<file path="config.mk">
export PLATFORM = sky130hd
export DESIGN_NAME = dma_copy_engine
export DESIGN_NICKNAME = d
export VERILOG_FILES = /design/src/rtl/dma_pkg.sv /design/src/rtl/dma_fifo.sv /design/src/rtl/dma_copy_engine.sv
export SDC_FILE = /design/constraint.sdc
export NUM_CORES = 1
export LEC_CHECK = 0
export ABC_AREA = 1
export BUFFER_PORTS_ARGS = -buffer_cell sky130_fd_sc_hd__buf_4
export CAP_MARGIN = 20
export CORE_MARGIN = 2
export CORE_UTILIZATION = 60
export CTS_CLUSTER_DIAMETER = 150
export CTS_CLUSTER_SIZE = 16
export DETAILED_ROUTE_END_ITERATION = 12
export GPL_ROUTABILITY_DRIVEN = 1
export PLACE_DENSITY = 0.82
export SYNTH_ARGS = -nofsm -noshare
export SYNTH_HDL_FRONTEND = slang
export SYNTH_SLANG_ARGS = --single-unit
</file>
<file path="constraint.sdc">
create_clock -name clk -period 8.4 [get_ports clk]
set_input_delay 0.84 -clock clk [delete_from_list [all_inputs] [get_ports clk]]
set_output_delay 0.84 -clock clk [all_outputs]
set_load 0.02 [all_outputs]
</file>
<file path="src/rtl/dma_pkg.sv">
`default_nettype none
// ============================================================================
//  Module      : dma_pkg
//  Description : Shared types and constants for the DMA copy engine:
//                FSM state encoding, length width, word stride and the
//                default staging FIFO depth. The ERR state exists only
//                when DMA_TIMEOUT_EN is defined.
//  Revision    : 1.0 - initial release
// ============================================================================
package dma_pkg;

    localparam int          c_LEN_W          = 16;
    localparam logic [31:0] c_WORD_STRIDE    = 32'd4;
    localparam int          c_FIFO_DEPTH_DEF = 4;

    typedef enum logic [2:0] {
        ST_IDLE   = 3'd0,
        ST_RD_REQ = 3'd1,
        ST_RD_GAP = 3'd2,
        ST_WR_REQ = 3'd3,
        ST_WR_GAP = 3'd4,
        ST_FIN    = 3'd5
`ifdef DMA_TIMEOUT_EN
        ,
        ST_ERR    = 3'd6
`endif
    } dma_state_t;

    // Number of words to move in the next read/write chunk
    function automatic logic [c_LEN_W-1:0] chunk_words(
        input logic [c_LEN_W-1:0] remaining,
        input int unsigned        depth
    );
        if (32'(remaining) > depth) begin
            return c_LEN_W'(depth);
        end
        return remaining;
    endfunction

endpackage
`default_nettype wire

</file>
<file path="src/rtl/dma_fifo.sv">
`default_nettype none
// ============================================================================
//  Module      : dma_fifo
//  Description : Synchronous single-clock FIFO used to stage one chunk of
//                words between the read and write phases. Push on full and
//                pop on empty are ignored. i_flush empties it in one cycle.
//  Revision    : 1.0 - initial release
// ============================================================================
module dma_fifo
    import dma_pkg::*;
#(
    parameter int DEPTH = c_FIFO_DEPTH_DEF,
    parameter int WIDTH = 32
) (
    input  logic                       clk,
    input  logic                       rst,
    input  logic                       i_flush,
    input  logic                       i_push,
    input  logic [WIDTH-1:0]           i_data,
    input  logic                       i_pop,
    output logic [WIDTH-1:0]           o_data,
    output logic                       o_empty,
    output logic                       o_full,
    output logic [$clog2(DEPTH+1)-1:0] o_count
);

    localparam int c_PTR_W = (DEPTH > 1) ? $clog2(DEPTH) : 1;
    localparam int c_CNT_W = $clog2(DEPTH + 1);

    logic [WIDTH-1:0]   r_mem [DEPTH];
    logic [c_PTR_W-1:0] r_wr_ptr;
    logic [c_PTR_W-1:0] r_rd_ptr;
    logic [c_CNT_W-1:0] r_count;
    logic               w_do_push;
    logic               w_do_pop;

    assign o_empty   = (r_count == '0);
    assign o_full    = (r_count == c_CNT_W'(DEPTH));
    assign o_count   = r_count;
    assign o_data    = r_mem[r_rd_ptr];
    assign w_do_push = i_push && !o_full;
    assign w_do_pop  = i_pop && !o_empty;

    // Storage array; contents need no reset because r_count gates validity
    always_ff @(posedge clk) begin
        if (w_do_push) begin
            r_mem[r_wr_ptr] <= i_data;
        end
    end

    // Pointers and occupancy; depth is a power of two so pointers wrap freely
    always_ff @(posedge clk) begin
        if (rst || i_flush) begin
            r_wr_ptr <= '0;
            r_rd_ptr <= '0;
            r_count  <= '0;
        end else begin
            if (w_do_push) begin
                r_wr_ptr <= r_wr_ptr + c_PTR_W'(1);
            end
            if (w_do_pop) begin
                r_rd_ptr <= r_rd_ptr + c_PTR_W'(1);
            end
            case ({w_do_push, w_do_pop})
                2'b10:   r_count <= r_count + c_CNT_W'(1);
                2'b01:   r_count <= r_count - c_CNT_W'(1);
                default: r_count <= r_count;
            endcase
        end
    end

endmodule
`default_nettype wire

</file>
<file path="src/rtl/dma_copy_engine.sv">
`default_nettype none
// ============================================================================
//  Module      : dma_copy_engine
//  Description : Wishbone DMA master copying cfg_len 32-bit words from
//                cfg_src to cfg_dst, one single-beat transaction per word,
//                staged through dma_fifo in chunks of up to FIFO_DEPTH.
//                Every ack is followed by one idle cycle so the downstream
//                SDRAM arbiter can hand the bus to a waiting CPU request.
//                Optional feature macro: DMA_TIMEOUT_EN (per-transaction
//                ack timeout with sticky err flag).
//  Revision    : 1.0 - initial release
// ============================================================================
module dma_copy_engine
    import dma_pkg::*;
#(
    parameter int FIFO_DEPTH     = c_FIFO_DEPTH_DEF,
    parameter int TIMEOUT_CYCLES = 255
) (
    input  logic               clk,
    input  logic               rst,
    input  logic [31:0]        cfg_src,
    input  logic [31:0]        cfg_dst,
    input  logic [c_LEN_W-1:0] cfg_len,
    input  logic               cfg_start,
    output logic               busy,
    output logic               done,
    output logic               err,
    output logic               dma_stb_o,
    output logic               dma_cyc_o,
    output logic               dma_we_o,
    output logic [3:0]         dma_sel_o,
    output logic [31:0]        dma_adr_o,
    output logic [31:0]        dma_dat_o,
    input  logic               dma_ack_i,
    input  logic [31:0]        dma_dat_i
);

    localparam int c_CNT_W = $clog2(FIFO_DEPTH + 1);

    dma_state_t         r_state;
    logic [31:0]        r_src_ptr;
    logic [31:0]        r_dst_ptr;
    logic [c_LEN_W-1:0] r_remaining;
    logic [c_LEN_W-1:0] r_rd_left;
    logic               r_busy;
    logic               r_done;
    logic               r_stb;
    logic               r_we;
    logic [3:0]         r_sel;
    logic [31:0]        r_adr;
    logic [31:0]        r_dat;

    logic [31:0]        w_cfg_src_al;
    logic [31:0]        w_cfg_dst_al;
    logic               w_push;
    logic               w_pop;
    logic               w_flush;
    logic               w_fifo_empty;
    logic               w_fifo_full;
    logic [31:0]        w_fifo_head;
    logic [c_CNT_W-1:0] w_fifo_count;
    logic               w_unused;

    // Byte-address low bits carry no meaning for word transfers
    assign w_cfg_src_al = {cfg_src[31:2], 2'b00};
    assign w_cfg_dst_al = {cfg_dst[31:2], 2'b00};

    // Ack is only returned while a request is up, so state alone qualifies it
    assign w_push = (r_state == ST_RD_REQ) && dma_ack_i;
    assign w_pop  = (r_state == ST_WR_REQ) && dma_ack_i;

    assign busy      = r_busy;
    assign done      = r_done;
    assign dma_stb_o = r_stb;
    assign dma_cyc_o = r_stb;
    assign dma_we_o  = r_we;
    assign dma_sel_o = r_sel;
    assign dma_adr_o = r_adr;
    assign dma_dat_o = r_dat;

    assign w_unused = ^{cfg_src[1:0], cfg_dst[1:0], w_fifo_full, w_fifo_count,
                        (TIMEOUT_CYCLES == 0)};

`ifdef DMA_TIMEOUT_EN
    localparam int                 c_TMO_W    = $clog2(TIMEOUT_CYCLES + 1);
    localparam logic [c_TMO_W-1:0] c_TMO_LAST = c_TMO_W'(TIMEOUT_CYCLES - 1);

    logic [c_TMO_W-1:0] r_wait;
    logic               r_err;
    logic               w_timeout;

    assign w_timeout = !dma_ack_i && (r_wait == c_TMO_LAST);
    assign w_flush   = (r_state == ST_ERR);
    assign err       = r_err;

    // Stalled-cycle counter; every non-request state clears it so each
    // request starts counting from zero
    always_ff @(posedge clk) begin
        if (rst || ((r_state != ST_RD_REQ) && (r_state != ST_WR_REQ))) begin
            r_wait <= '0;
        end else if (!dma_ack_i) begin
            r_wait <= r_wait + c_TMO_W'(1);
        end
    end
`else
    assign w_flush = 1'b0;
    assign err     = 1'b0;
`endif

    dma_fifo #(
        .DEPTH (FIFO_DEPTH),
        .WIDTH (32)
    ) u_fifo (
        .clk     (clk),
        .rst     (rst),
        .i_flush (w_flush),
        .i_push  (w_push),
        .i_data  (dma_dat_i),
        .i_pop   (w_pop),
        .o_data  (w_fifo_head),
        .o_empty (w_fifo_empty),
        .o_full  (w_fifo_full),
        .o_count (w_fifo_count)
    );

    // Transfer sequencer: bus request outputs are registered and set up on
    // the edge that enters a request state, so they are stable while waiting
    always_ff @(posedge clk) begin
        if (rst) begin
            r_state     <= ST_IDLE;
            r_src_ptr   <= '0;
            r_dst_ptr   <= '0;
            r_remaining <= '0;
            r_rd_left   <= '0;
            r_busy      <= 1'b0;
            r_done      <= 1'b0;
            r_stb       <= 1'b0;
            r_we        <= 1'b0;
            r_sel       <= 4'h0;
            r_adr       <= '0;
            r_dat       <= '0;
`ifdef DMA_TIMEOUT_EN
            r_err       <= 1'b0;
`endif
        end else begin
            r_done <= 1'b0;
            case (r_state)
                ST_IDLE: begin
                    if (cfg_start) begin
                        r_src_ptr   <= w_cfg_src_al;
                        r_dst_ptr   <= w_cfg_dst_al;
                        r_remaining <= cfg_len;
`ifdef DMA_TIMEOUT_EN
                        r_err       <= 1'b0;
`endif
                        if (cfg_len == '0) begin
                            r_state <= ST_FIN;
                            r_done  <= 1'b1;
                        end else begin
                            r_state   <= ST_RD_REQ;
                            r_busy    <= 1'b1;
                            r_rd_left <= chunk_words(cfg_len, FIFO_DEPTH);
                            r_stb     <= 1'b1;
                            r_we      <= 1'b0;
                            r_sel     <= 4'hF;
                            r_adr     <= w_cfg_src_al;
                        end
                    end
                end

                ST_RD_REQ: begin
                    if (dma_ack_i) begin
                        r_src_ptr <= r_src_ptr + c_WORD_STRIDE;
                        r_rd_left <= r_rd_left - c_LEN_W'(1);
                        r_stb     <= 1'b0;
                        r_sel     <= 4'h0;
                        r_state   <= ST_RD_GAP;
                    end
`ifdef DMA_TIMEOUT_EN
                    else if (w_timeout) begin
                        r_stb   <= 1'b0;
                        r_sel   <= 4'h0;
                        r_err   <= 1'b1;
                        r_done  <= 1'b1;
                        r_state <= ST_ERR;
                    end
`endif
                end

                ST_RD_GAP: begin
                    r_stb <= 1'b1;
                    r_sel <= 4'hF;
                    if (r_rd_left != '0) begin
                        r_state <= ST_RD_REQ;
                        r_we    <= 1'b0;
                        r_adr   <= r_src_ptr;
                    end else begin
                        r_state <= ST_WR_REQ;
                        r_we    <= 1'b1;
                        r_adr   <= r_dst_ptr;
                        r_dat   <= w_fifo_head;
                    end
                end

                ST_WR_REQ: begin
                    if (dma_ack_i) begin
                        r_dst_ptr   <= r_dst_ptr + c_WORD_STRIDE;
                        r_remaining <= r_remaining - c_LEN_W'(1);
                        r_stb       <= 1'b0;
                        r_we        <= 1'b0;
                        r_sel       <= 4'h0;
                        r_state     <= ST_WR_GAP;
                    end
`ifdef DMA_TIMEOUT_EN
                    else if (w_timeout) begin
                        r_stb   <= 1'b0;
                        r_we    <= 1'b0;
                        r_sel   <= 4'h0;
                        r_err   <= 1'b1;
                        r_done  <= 1'b1;
                        r_state <= ST_ERR;
                    end
`endif
                end

                ST_WR_GAP: begin
                    if (!w_fifo_empty) begin
                        r_state <= ST_WR_REQ;
                        r_stb   <= 1'b1;
                        r_we    <= 1'b1;
                        r_sel   <= 4'hF;
                        r_adr   <= r_dst_ptr;
                        r_dat   <= w_fifo_head;
                    end else if (r_remaining != '0) begin
                        r_state   <= ST_RD_REQ;
                        r_rd_left <= chunk_words(r_remaining, FIFO_DEPTH);
                        r_stb     <= 1'b1;
                        r_we      <= 1'b0;
                        r_sel     <= 4'hF;
                        r_adr     <= r_src_ptr;
                    end else begin
                        r_state <= ST_FIN;
                        r_done  <= 1'b1;
                    end
                end

                ST_FIN: begin
                    r_busy  <= 1'b0;
                    r_state <= ST_IDLE;
                end

`ifdef DMA_TIMEOUT_EN
                ST_ERR: begin
                    r_busy  <= 1'b0;
                    r_state <= ST_IDLE;
                end
`endif

                default: begin
                    r_busy  <= 1'b0;
                    r_stb   <= 1'b0;
                    r_we    <= 1'b0;
                    r_sel   <= 4'h0;
                    r_state <= ST_IDLE;
                end
            endcase
        end
    end

endmodule
`default_nettype wire

</file>
==> results.cfg, run 1 <==
[global_route]
met3_usage = 0.0687
grt_use_met1 = 0.427
grt.total_usage = 0.313
grt_first_pass_wirelength_mm = 67.6
use_met2 = 0.499
antenna_found_initial = 2
gr-total-overflow = 0
grt_max_degree = 74
grt_pass1_vias = 13513
grt.busiest_layer = met2

[setup_path]
slowest_delay_ns = 0.58
path_buf_inv = 4
arrival_ns = 3.48
worstRegToRegCells = 12
cp-start-kind = flip-flop
critPathRequiredTime_ns = 8.88
rr_endpoint = dma_dat_o[2]$_SDFFE_PP0P_
critPathMaxFanout = 34
cp_top_family = buffers and inverters
crit_slowest_cell = inv_2
critPathKind = flip-flop to flip-flop
end_kind = flip-flop
r2r-start = r_rd_left[6]$_SDFFE_PP0P_
cp_cell_sequence = nor2_1 > nand2_1 > nor2_2 > buf_4 > nand2_1 > buf_4 > nor2_1 > nor2_2 > buf_4 > inv_2 > nand2_1 > a21oi_1
rrSetupSlack_ns = 5.40

[clock_tree]
clockBufferDepth = 3
cts.sinks = 299
h-tree-depth = 1
clk_pin_slew_worst_paths_ns = 0.07
cts.hold.buffers_added = 0
ctsResizeCount = 0
cts_tree = yes
post_cts_buffers = 0
cts_root_buf = clkbuf_16
numCtsBuffers = 22
clk-insertion-delay-late_ns = 0.54

[final_layout]
num_antenna_cells = 0
fin_nets = 2415
synthToLayoutAreaGrowth_pct = 13.6
fillers = 2148
final_util = 0.688
final_cells = 2633
final_layout_size_suffix_gt1_frac = 0.125

[power_and_ir_drop]
ir_drop_v = 0.000185
total_power_mw = 3.67
p_leak_nw = 6.89
power_density_nw_per_um2 = 207

[place]
dpl.hpwl_mm = 28.8
gp_congestion = 0.935
dp_slack_ns = 5.44
place_inst = 2596
io_buffers = 184

[timing]
finalCritPeriodShare = 0.358
relSlewSlack = 0.340
grt_setup_unrepaired = no
period_minus_slack_ns = 3.00
final.setup_skew_ns = 0.0100
setup_tns_ns = 0
maxSlewViolCount = 0
hold_viol = 0
max_slew.worst_pin.slew_ns = 0.989
setup_viol = 0
layout_setup_ws_ns = 5.40
fmax_mhz = 333

[yosys]
synth_edf_count = 128
synth.most_common_cell = nand2_1
netlist_top_cells_count = nand2_1 (560), nor2_1 (397), o21ai_0 (194)
yosys.area.top_type_share = 0.246
synthCells = 2174
synth_area_per_cell_um2 = 7.18
synthFlopType = dfxtp_1
synth.distinct_cells = 43
async_reset_ff_frac = 0
syn_area_um2 = 15600
synth_seq_cells = 299
ys_seq_area_frac = 0.466
yosys.area.top_type = edfxtp_1
synth_nets = 2302
synth.yosys.warnings = 0
yosys-top-cells-area = edfxtp_1 (25%), dfxtp_1 (22%), nand2_1 (13%)

[floorplanning]
die_x_um = 165
row_count = 59
dieArea_um2 = 27300
ioPinCount = 190
die_h_um = 165
start_util = 0.606
coreArea_um2 = 25800

[job]
max_cap_violations = 0

[detailed_routing]
num_vias = 15146
drtIter0Drc = 1804
routed_via_density = 5.75
detail-route-antenna-nets = 0
totalWireLength_mm = 44.0
route.detailed.wl_per_inst_um = 16.7
post-route-drc-count = 0
drt_pass1_iterations = 8

[min_path]
hold_depth = 2
hold_class = flip-flop to flip-flop
worstHoldStart = dma_adr_o[1]$_SDFFE_PP0P_
min_to = dma_adr_o[1]$_SDFFE_PP0P_

[status]
status = finished clean
==> cell type report <==
type | instances | area, um2 | share of cell area
clock buffers | 33 | 592 | 0.0334
clock inverters | 2 | 36.3 | 0.00205
inverters | 152 | 573 | 0.0323
multi-input cells | 1606 | 7260 | 0.410
flip-flops and latches | 299 | 7270 | 0.410
well taps | 335 | 419 | 0.0236
repair buffers | 206 | 1580 | 0.0891
==> layout by cell type, fill, tap and decap left out, types with 30 or more instances in the layout <==
cell type	count
a21oi_1	130
buf_4	204
dfxtp_1	169
edfxtp_1	128
inv_1	141
nand2_1	560
nand3_1	173
nor2_1	388
o21ai_0	194
o32ai_1	32
or2_2	30
==> worst reg2reg max path: stages (launching register included) <==
cell	delay, ns
dfxtp_1	0.34
nor2_1	0.18
nand2_1	0.15
nor2_2	0.10
buf_4	0.37
nand2_1	0.11
buf_4	0.28
nor2_1	0.18
nor2_2	0.04
buf_4	0.27
inv_2	0.59
nand2_1	0.18
a21oi_1	0.15
==> power breakdown <==
part,internal (mW),switching [mW]
Clock,0.491,0.509
Sequential,1.63,0.112
Combinational,0.309,0.617
==> worst max-delay path by stage <==
stage | cells after the start | start | endpoint
detailed placement | 12 | r_rd_left[6]$_SDFFE_PP0P_ | dma_dat_o[18]$_SDFFE_PP0P_
floorplan | 4 | dma_ack_i | u_fifo.r_mem[0][0]$_DFFE_PP_
global route | 12 | r_rd_left[6]$_SDFFE_PP0P_ | dma_dat_o[26]$_SDFFE_PP0P_
CTS | 12 | r_rd_left[6]$_SDFFE_PP0P_ | dma_dat_o[18]$_SDFFE_PP0P_
finish | 12 | r_rd_left[6]$_SDFFE_PP0P_ | dma_dat_o[2]$_SDFFE_PP0P_
global placement | 10 | cfg_len[12] | dma_adr_o[4]$_SDFFE_PP0P_
==> flip-flops by register name, summed over array words and instances, names as in the netlist, named ones only <==
register	cells
u_fifo.r_mem	128
dma_dat_o	32
dma_adr_o	31
r_dst_ptr	30
r_src_ptr	30
r_rd_left	16
r_remaining	16
r_state	3
u_fifo.o_count	3
u_fifo.r_rd_ptr	2
u_fifo.r_wr_ptr	2
busy	1
dma_sel_o	1
dma_we_o	1
done	1
==> stage by stage <==
| stage | instance area, um2 | hold WS [ns] |
|---|---|---|
| after floorplan | 15600 | 0.436 |
| after global placement | 17100 | 0.443 |
| after detailed placement | 17100 | 0.457 |
| after CTS | 17700 | 0.468 |
| after global routing | 17700 | 0.483 |
| final | 17700 | 0.464 |
==> routing by layer <==
metal | part of all wire | routed length, um | up-vias
met5 | 0.00070 | 31 | -
met4 | 0.029 | 1270 | 4
met3 | 0.10 | 4480 | 99
met2 | 0.45 | 19800 | 731
met1 | 0.42 | 18400 | 6955
li1 | - | - | 7357
==> logic make-up after synthesis <==
group                      count (synthesis)  share of synthesized area
other                                      1                   0.000240
xor gates and xnor gates                  10                    0.00561
DFF                                      299                      0.466
buffers and inverters                    269                     0.0706
adders and majority gates                 12                     0.0101
AOI/OAI and AO/OA                        398                      0.139
and+or+nand+nor                         1185                      0.309
Note: power is estimated with default switching activity, not from simulation.
==> inputs of run 2 (changes only) <==
CORE_UTILIZATION = 59   (was 60)
PLACE_DENSITY = 0.81   (was 0.82)
clock period = 2.9 ns   (was 8.4 ns; I/O delays follow)
==> run 2 against run 1 <==
- worst hold slack got worse by 0.44 ns
- design area increased by 2.0%
- total power grew to 2.9 times the previous value
- maximum frequency rose by 18%
- wire length up 4.7%
- non-clock buffer count is 39 higher
- combinational power grew to 3.0 times the previous value
- clock skew is 0.012 ns higher
- core utilization increased by 0.81 points
==> results.cfg, run 2 (synthesis gave the netlist of run 1 again) <==
[floorplanning]
die_h_um = 167
ioPinCount = 190
coreArea_um2 = 26000
die_x_um = 167
dieArea_um2 = 27800
start_util = 0.600
row_count = 59

[final_layout]
final_layout_size_suffix_gt1_frac = 0.125
largest_reg_flops = 128
mostFrequentLayoutCell = nand2_1
fin_nets = 2454
design_area_um2 = 18100
synthToLayoutAreaGrowth_pct = 16.0
final_cells = 2673
regMostFlops = u_fifo.r_mem
final_cell_mix = nand2_1 (560), nor2_1 (388), buf_4 (211), o21ai_0 (194), nand3_1 (173)

[timing]
holdWs_ns = 0.0263
period_minus_slack_ns = 2.54
setup_tns_ns = 0
final.setup_skew_ns = 0.0223
finalCritPeriodShare = 0.877
relSlewSlack = 0.362
grt_setup_unrepaired = no
max_slew.worst_pin.slew_ns = 0.956
hold_viol = 0
fmax_mhz = 393
maxSlewViolCount = 0
setup_viol = 0

[power_and_ir_drop]
switching_share = 0.337
internal_power_mw = 7.13
pwr-share-comb = 0.258
pwr-share-seq = 0.471
power_density_nw_per_um2 = 594
ir_drop_v = 0.000584
p_leak_nw = 7.05
p_sw_mw = 3.62
power.share.clock = 0.271

[place]
dpl.hpwl_mm = 30.2
place_area_um2 = 17100
io_buffers = 184
place_inst = 2605
gp_congestion = 0.970

[setup_path]
crit_slowest_cell = dfxtp_1
critPathMaxFanout = 33
critPathKind = flip-flop to flip-flop
cp_common_cell = nor2_1
cp_cell_sequence = nor2_4 > nand2_2 > buf_4 > nor2_1 > nor2_1 > nand2_1 > nor2_2 > inv_2 > nor2_1 > nor2_1
cp-start-kind = flip-flop
arrival_ns = 2.97
critPathRequiredTime_ns = 3.32
end_kind = flip-flop
slowest_delay_ns = 0.53

[clock_tree]
clk-insertion-delay-late_ns = 0.54
cts_tree = yes
clockBufferDepth = 3
h-tree-depth = 1
numCtsBuffers = 22
cts_root_buf = clkbuf_16
clk_pin_slew_worst_paths_ns = 0.09
cts.sinks = 299

[global_route]
gr-total-overflow = 0
antenna_found_initial = 2
grt_pass1_vias = 14417
grt_max_degree = 73
grt.total_usage = 0.319
grt_first_pass_wirelength_mm = 72.7

[detailed_routing]
num_vias = 15453
route.detailed.wl_per_inst_um = 17.2
detail-route-antenna-nets = 0
drt_pass1_iterations = 5
post-route-drc-count = 0
routed_via_density = 5.78
totalWireLength_mm = 46.1
drtIter0Drc = 1611

[job]
max_cap_violations = 0

[status]
status = finished clean

[min_path]
hold_class = input port to flip-flop
## run 2: cell count changes in the layout (fill, tap and decap cells not counted), sizes merged
| cell | previous run | this run |
|---|---|---|
| diode | 0 | 1 |
| dlygate4sd3 | 0 | 32 |
| buf | 206 | 213 |
| clkinv | 1 | 0 |
| clkbuf | 33 | 34 |
## run 2: what timing repair did
item | CTS | global route
hold buffers | 32 | 0
gates resized for setup | 0 | 0
endpoints found under the hold margin | 128 | 0
buffers inserted | 0 | 0
## run 2: final timing paths
check / start / end / slack (ns) / depth (start not counted)
max: r_state[0]$_SDFFE_PP0P_ / r_rd_left[14]$_SDFFE_PP0P_ / 0.36 / 10
min: cfg_src[3] / r_src_ptr[3]$_SDFFE_PP0P_ / 0.03 / 3
max reg2reg: r_state[0]$_SDFFE_PP0P_ / r_rd_left[14]$_SDFFE_PP0P_ / 0.36 / 10
min reg2reg: dma_dat_o[24]$_SDFFE_PP0P_ / dma_dat_o[24]$_SDFFE_PP0P_ / 0.47 / 2
## run 2: layout make-up
| type | instances | area (um2) |
|---|---|---|
| antenna | 1 | 2.50 |
| clock buffer | 34 | 617 |
| clock inverter | 1 | 6.26 |
| fill | 2231 | 7890 |
| inverter | 152 | 573 |
| multi-input combinational | 1606 | 7260 |
| sequential | 299 | 7270 |
| tap | 335 | 419 |
| timing repair buffer | 245 | 1940 |
## run 2: layer usage
layer / track usage / vias to the layer above / wire length [um]
met5: 0 / - / 17
met4: 0.103 / 2 / 1190
met3: 0.0423 / 94 / 4180
met2: 0.509 / 710 / 21000
met1: 0.453 / 7200 / 19700
li1: - / 7447 / -
## run 2: through the flow
stage	setup slack [ns]	utilization	power, mW
after floorplan	0.140	-	6.90
after global placement	0.448	0.660	7.73
after detailed placement	0.441	0.660	7.81
after CTS	0.422	0.696	10.7
after global routing	0.180	0.696	11.2
final	0.356	0.696	10.8
## run 2: worst max-delay path, delay by kind of cell, from the launching register on
| kind | cells | cell delay, ns |
|---|---|---|
| flops | 1 | 0.53 |
| buf+inv | 2 | 0.66 |
| simple gates | 8 | 1.24 |
## run 2: power by group through the flow
stage | logic, mW | registers (mW) | clock network, mW
floorplan | 1.75 | 5.15 | 0
global placement | 2.60 | 5.13 | 0
detailed placement | 2.67 | 5.14 | 0
CTS | 2.72 | 5.05 | 2.95
global route | 3.06 | 5.10 | 3.08
finish | 2.78 | 5.06 | 2.92
==> inputs of run 3 (changes only) <==
CORE_ASPECT_RATIO = 0.8   (was default)
==> run 3 against run 2 <==
- total power shrank 0.16%
- cell count grew 0.82%
- core utilization shrank 0.19 points
- highest routed layer unchanged
- critical endpoint is now r_src_ptr[30]$_SDFFE_PP0P_
- worst hold slack gained 0.0099 ns
- sequential share of layout area shrank 0.11 points
- largest cell class unchanged
- non-clock buffer count shrank 1
- sequential power is essentially flat
- design area grew 0.27%
==> results.cfg, run 3 (synthesis gave the netlist of run 1 again) <==
[detailed_routing]
post-route-drc-count = 0
totalWireLength_mm = 45.7
route.detailed.wl_per_inst_um = 17.0
num_vias = 15422
detail-route-antenna-nets = 0
drtIter0Drc = 1805
routed_via_density = 5.72
drt_pass1_iterations = 6

[final_layout]
final_layout_size_suffix_gt1_frac = 0.125
mostFrequentLayoutCell = nand2_1
largest_reg_flops = 128
final_util = 0.694
fillers = 2202
design_area_um2 = 18100
synthToLayoutAreaGrowth_pct = 16.3
final_cells = 2695
regMostFlops = u_fifo.r_mem
fin_nets = 2453
final_cell_mix = nand2_1 (559), nor2_1 (389), buf_4 (208), o21ai_0 (194), nand3_1 (173)

[timing]
max_slew.worst_pin.slew_ns = 0.927
setup_viol = 0
maxSlewViolCount = 0
layout_setup_ws_ns = 0.505
fmax_mhz = 418
setup_tns_ns = 0
grt_setup_unrepaired = no
final.setup_skew_ns = 0.0190
hold_viol = 0
holdWs_ns = 0.0363
period_minus_slack_ns = 2.40
finalCritPeriodShare = 0.826
relSlewSlack = 0.382

[global_route]
grt.total_usage = 0.326
grt_pass1_vias = 13822
grt_first_pass_wirelength_mm = 71.8
grt_max_degree = 73
antenna_found_initial = 2
gr-total-overflow = 0

[floorplanning]
start_util = 0.597
dieArea_um2 = 27800
coreArea_um2 = 26100
die_x_um = 186
ioPinCount = 190
row_count = 53
die_h_um = 149

[setup_path]
worstSetupStartpoint = r_src_ptr[2]$_SDFFE_PP0P_
critPathKind = flip-flop to flip-flop
slowest_delay_ns = 0.48
cp-start-kind = flip-flop
arrival_ns = 2.75
crit_slowest_cell = dfxtp_1
cp_cell_sequence = ha_1 > nand2_1 > nor2_1 > inv_1 > nor2_1 > nand2_1 > nand2_1 > nand3_1 > nand2_1 > a21oi_1
end_kind = flip-flop
r2r-start = r_src_ptr[2]$_SDFFE_PP0P_
critPathRequiredTime_ns = 3.26
critPathMaxFanout = 6
cp_common_cell = nand2_1

[place]
dpl.hpwl_mm = 30.4
dp_slack_ns = 0.635
io_buffers = 184
gp_congestion = 0.984
place_inst = 2626
place_area_um2 = 17200

[clock_tree]
h-tree-depth = 1
clk-insertion-delay-late_ns = 0.53
cts_tree = yes
ctsResizeCount = 0
clockBufferDepth = 3
post_cts_buffers = 0
numCtsBuffers = 22
clk_pin_slew_worst_paths_ns = 0.08
cts.sinks = 299
cts_root_buf = clkbuf_16

[power_and_ir_drop]
pwr-share-seq = 0.470
power_density_nw_per_um2 = 592
p_sw_mw = 3.59
total_power_mw = 10.7
internal_power_mw = 7.15
ir_drop_v = 0.000475
p_leak_nw = 7.06
switching_share = 0.334
power.share.clock = 0.272
pwr-share-comb = 0.258

[min_path]
hold_class = input port to flip-flop
worstHoldStart = cfg_dst[3]

[status]
status = finished clean

[job]
max_cap_violations = 0
-- run 3: cell count changes in the layout (fill, tap and decap cells not counted), sizes merged --
cell and change:
clkbuf +1, buf -1
-- run 3: power groups by stage --
stage          clock, mW  sequential, mW  combinational, mW
3_5_place_dp           0            5.12               2.66
3_3_place_gp           0            5.11               2.60
2_1_floorplan          0            5.15               1.75
4_1_cts             2.94            5.03               2.71
6_report            2.92            5.05               2.77
5_1_grt             3.10            5.09               3.08
-- run 3: final timing paths --
kind,endpoint,slack (ns),cells after the start
worst max-delay path,r_src_ptr[30]$_SDFFE_PP0P_,0.50,10
worst min-delay path,r_dst_ptr[3]$_SDFFE_PP0P_,0.04,3
worst max register to register,r_src_ptr[30]$_SDFFE_PP0P_,0.50,10
worst min register to register,dma_adr_o[1]$_SDFFE_PP0P_,0.46,2
-- run 3: layer usage --
metal	wire (um)	GRT usage	vias to the layer above
met5	13	0	-
li1	-	-	7438
met2	19000	0.473	815
met3	5000	0.0613	83
met1	20600	0.498	7084
met4	1100	0.0839	2
-- run 3: critical path, delay by kind of cell, from the launching register on --
kind            cells  cell delay (ns)
buf+inv             1             0.09
fa+ha+maj           1             0.35
compound gates      1             0.05
flops               1             0.48
simple gates        7             1.25
-- run 3: area by class of cell --
type | count | area (um2) | area share
Multi-Input combinational cell | 1606 | 7260 | 0.400
Inverter | 152 | 573 | 0.0316
Antenna cell | 1 | 2.50 | 0.000138
Timing Repair Buffer | 244 | 1960 | 0.108
Clock inverter | 1 | 6.26 | 0.000345
Clock buffer | 35 | 621 | 0.0342
Tap cell | 357 | 447 | 0.0246
Sequential cell | 299 | 7270 | 0.401
-- run 3: repair_timing --
item                                   CTS  global route
setup endpoints to repair                0             0
hold buffers                            32             0
endpoints found under the hold margin  128             0
